## src/rtl/window_generator.sv

```systemverilog
// Sliding 3x3 window generator: two row-delay line buffers feed a shifting 3x3
// tap array; a window is emitted only when all nine taps lie inside the current frame.
module window_generator #(
  parameter int IMG_WIDTH  = 8,
  parameter int IMG_HEIGHT = 8
) (
  input  logic        clk,
  input  logic        rst,
  input  logic [7:0]  pixel_in,
  input  logic        pixel_valid,
  output logic [71:0] window,
  output logic        window_valid,
  output logic        frame_done
);

  localparam int ColW = $clog2(IMG_WIDTH);
  localparam int RowW = $clog2(IMG_HEIGHT);
  localparam logic [ColW-1:0] LastCol = ColW'(IMG_WIDTH - 1);
  localparam logic [RowW-1:0] LastRow = RowW'(IMG_HEIGHT - 1);

  logic [ColW-1:0] col;
  logic [RowW-1:0] row;

  // lineBuf1[c] holds P(R-1,c) and lineBuf2[c] holds P(R-2,c) until column c is revisited.
  logic [7:0]  lineBuf1 [IMG_WIDTH];
  logic [7:0]  lineBuf2 [IMG_WIDTH];
  logic [7:0]  taps     [3][3];
  logic [7:0]  tapsNext [3][3];
  logic [71:0] windowNext;

  logic accept;
  logic lastCol;
  logic lastRow;
  logic fullWindow;

  assign accept     = pixel_valid && !rst;
  assign lastCol    = (col == LastCol);
  assign lastRow    = (row == LastRow);
  assign fullWindow = (row >= RowW'(2)) && (col >= ColW'(2));

  always_comb begin
    // NOTE: every variable driven here is assigned unconditionally before use, so no latch is inferred.
    windowNext = '0;
    for (int r = 0; r < 3; r++) begin
      tapsNext[r][0] = taps[r][1];
      tapsNext[r][1] = taps[r][2];
    end
    tapsNext[0][2] = lineBuf2[col];
    tapsNext[1][2] = lineBuf1[col];
    tapsNext[2][2] = pixel_in;
    // Row-major packing, oldest row and column in the most significant byte.
    for (int k = 0; k < 9; k++) begin
      windowNext[71 - 8*k -: 8] = tapsNext[k / 3][k % 3];
    end
  end

  // NOTE: buffer and tap storage carries no reset; the row/col gate keeps stale contents from ever reaching the output.
  always_ff @(posedge clk) begin
    if (accept) begin
      lineBuf2[col] <= lineBuf1[col];
      lineBuf1[col] <= pixel_in;
      taps          <= tapsNext;
    end
  end

  // NOTE: non-blocking assignments so every register samples pre-edge values regardless of statement order.
  always_ff @(posedge clk) begin
    if (rst) begin
      col          <= '0;
      row          <= '0;
      window       <= '0;
      window_valid <= 1'b0;
      frame_done   <= 1'b0;
    end else begin
      window_valid <= pixel_valid && fullWindow;
      frame_done   <= pixel_valid && lastCol && lastRow;
      if (pixel_valid && fullWindow) begin
        window <= windowNext;
      end
      if (pixel_valid) begin
        if (lastCol) begin
          col <= '0;
          row <= lastRow ? '0 : row + 1'b1;
        end else begin
          col <= col + 1'b1;
        end
      end
    end
  end

endmodule

```

## config.mk

```make
export PLATFORM = sky130hd
export DESIGN_NAME = window_generator
export DESIGN_NICKNAME = d
export VERILOG_FILES = /design/src/rtl/window_generator.sv
export SDC_FILE = /design/constraint.sdc
export NUM_CORES = 1
export LEC_CHECK = 0
export BUFFER_PORTS_ARGS = -buffer_cell sky130_fd_sc_hd__buf_2
export CAP_MARGIN = 15
export CORE_UTILIZATION = 50
export DETAILED_ROUTE_END_ITERATION = 8
export GPL_TIMING_DRIVEN = 0
export PLACE_DENSITY_LB_ADDON = 0.08
export SLEW_MARGIN = 20
export SYNTH_ARGS = -nofsm -noshare
export SYNTH_HDL_FRONTEND = slang
export SYNTH_SLANG_ARGS = --single-unit
export TNS_END_PERCENT = 1
```

## constraint.sdc

```tcl
create_clock -name clk -period 7.1 [get_ports clk]
set_input_delay 1.42 -clock clk [delete_from_list [all_inputs] [get_ports clk]]
set_output_delay 1.42 -clock clk [all_outputs]
set_load 0.03 [all_outputs]
```

==> impl_metrics.toml <==
[clock_network]
cts.reportedPaths.clkPinSlew_ns = 0.06
cts-resized-gates = 0
clk_latency_ns = 0.52
cts_tree = "done"
cts_setup_buffers = 0
root_buffer = "clkbuf_16"
cts_hold_buf = 0
cts-buffers-inserted = 27
clock-sinks = 259
htree_levels = 1
cts_buffer_depth = 3

[setup_path]
path_delay_family = "simple AND/OR/NAND/NOR gates"
startpoint_type = "input pin"
cp.arrival_ns = 3.83
end_kind = "register"
crit_slowest_cell = "nor2b_4"
worst-setup-path-type = "input pin to register"
cp_cell_sequence = "buf_2, buf_2, nor2b_4, nand2b_1, nor3_2, buf_6, buf_6"
crit_buf_inv = 4
cp.required_ns = 7.33
cp_max_fo = 25
critPathMaxStageDelay_ns = 0.67

[timing]
rsz0062_at_grt = "false"
tightest_slew_ns = 0.860
fin_crit_ns = 3.60
clock.fmax_ghz = 0.277
maxSlewHeadroom = 0.427
setup_violations = 0
tns_ns = 0
min_period_over_period = 0.508
final_hold_viol_count = 0
drv_slew = 0
fin_skew_ns = 0.00929

[floorplanning]
die_w_microns = 141
die-area_sq_um = 20000
initial_core_util = 0.515
die_h_microns = 141
rows = 50
core_sq_um = 18900
ios = 85

[grt]
antenna_found_initial = 0
track_usage = 0.220
gr-total-overflow = 0
grt_pass1_vias = 5638
grt_pass1_wl_mm = 32.7
grt_start_max_net_pins = 28

[layout]
drive_above_1_share = 0.252
fill_cells = 1478
final_nets = 787
syn2layout_area_growth_pct = 18.7
diodes = 0
fin_area_sq_um = 11500

[synth]
synthesis.nets = 667
syn_inst = 650
synth_edf_count = 176
syn_area_sq_um = 9720
ys_warn_count = 0
ys_seq_area_frac = 0.714
yosysMostFrequentCell = "edfxtp_1"
async_flop_share = 0
syn_avg_cell_area_sq_um = 15.0
synth_area_leaders = "edfxtp_1 (54%), dfxtp_1 (17%), mux2i_1 (6.9%)"
synthTopCellsByCount = "edfxtp_1 (176), dfxtp_1 (83), a21oi_1 (74)"
yosysTopAreaCell = "edfxtp_1"
synth.distinct_cells = 30
synth_top_area_frac = 0.544
synth_ff_type = "edfxtp_1"
synth_seq_cells = 259

[placement]
io_buffers = 83
postPlaceCellArea_sq_um = 10600
finalWeightedCongestion = 0.850
dpl.hpwl_mm = 14.5

[min_path]
hp-class = "register to register"

[detailed_routing]
dr.first_iter.drc_count = 355
post_drt_wl_per_cell_microns = 20.5
num_vias = 5803
dr.pass1.iters = 4
drtAntennaViolNets = 0
drc = 0
routed_via_density = 5.53
drt_wl_total_mm = 21.5

[power]
peakVddDrop_uv = 247
p_leak_nw = 4.07
power_density_nw_per_um2 = 287
power_mw = 3.32

[flow_run]
max_cap_viol_count = 0

[run_status]
status = "complete, no violations"
worst paths after layout:
path                                   from             end  slack [ns]  depth (start not counted)
worst max-delay path            pixel_valid  lineBuf1[0][6]        3.50                          7
worst min-delay path                taps[2]        taps[10]        0.45                          0
worst max register to register     register        taps[27]        4.68                          4
worst min register to register      taps[2]        taps[10]        0.45                          0
routing by layer:
| metal | GRT usage | routed length [microns] | share of wire | vias to the layer above |
|---|---|---|---|---|
| met5 | 0 | 0 | 0 | - |
| li1 | - | - | - | 2702 |
| met3 | 0.0375 | 1120 | 0.052 | 36 |
| met2 | 0.361 | 10300 | 0.48 | 169 |
| met4 | 0.0673 | 486 | 0.023 | 0 |
| met1 | 0.304 | 9620 | 0.45 | 2896 |
where the power goes:
part / internal [mW] / switching, mW
Clock: 0.889 / 0.554
Sequential: 1.65 / 0.0120
Combinational: 0.0664 / 0.142
Total: 2.61 / 0.708
flip-flops by register name (all words and copies together) (netlist names), named ones only:
| signal | flops |
|---|---|
| col | 3 |
| lineBuf1 | 64 |
| lineBuf2 | 64 |
| frame_done | 1 |
| window_valid | 1 |
| taps | 48 |
| window | 72 |
| row | 3 |
final cells by class:
| type | count | area (sq um) | area share |
|---|---|---|---|
| multi-input cells | 323 | 2450 | 0.213 |
| well taps | 260 | 325 | 0.0282 |
| repair buffers | 91 | 526 | 0.0455 |
| flip-flops and latches | 259 | 6950 | 0.602 |
| inverters | 18 | 67.6 | 0.00586 |
| clock inverters | 11 | 159 | 0.0138 |
| plain buffers | 50 | 303 | 0.0262 |
| clock buffers | 38 | 758 | 0.0657 |
cells by family (layout without fill, tap and decap cells):
family,after synthesis,count (layout),synth area share
DFF,259,259,0.714
AOI/OAI and AO/OA,150,150,0.0914
and+or+nand+nor,84,84,0.0423
muxes,83,83,0.106
buffers and inverters,68,208,0.0381
adders and majority gates,6,6,0.00772
worst register-to-register path, stage by stage, from the launching register on:
cell,delay [ns]
dfxtp_1,0.32
buf_1,0.46
clkbuf_1,0.65
mux4_2,0.50
inv_1,0.28
layout by cell type (no fill, tap or decap), drive strengths merged, types with 17 or more instances in the layout:
cell type	count
a21oi	74
clkbuf	63
buf	116
edfxtp	176
mux2i	67
dfxtp	83
nand3	57
o21ai	56
a211oi	17
inv	18
per-stage QoR:
| stage | hold slack, ns | util | cells | worst slack (ns) |
|---|---|---|---|---|
| 6_report | 0.448 | 0.611 | 1050 | 3.50 |
| 5_1_grt | 0.466 | 0.611 | 1050 | 3.35 |
| 4_1_cts | 0.451 | 0.611 | 1050 | 3.48 |
| 3_5_place_dp | 0.436 | 0.562 | 1001 | 2.96 |
| 3_3_place_gp | 0.436 | 0.554 | 993 | -1.25 |
| 2_1_floorplan | 0.426 | - | 650 | 1.19 |
No activity file was read; power rests on OpenSTA's default activity.
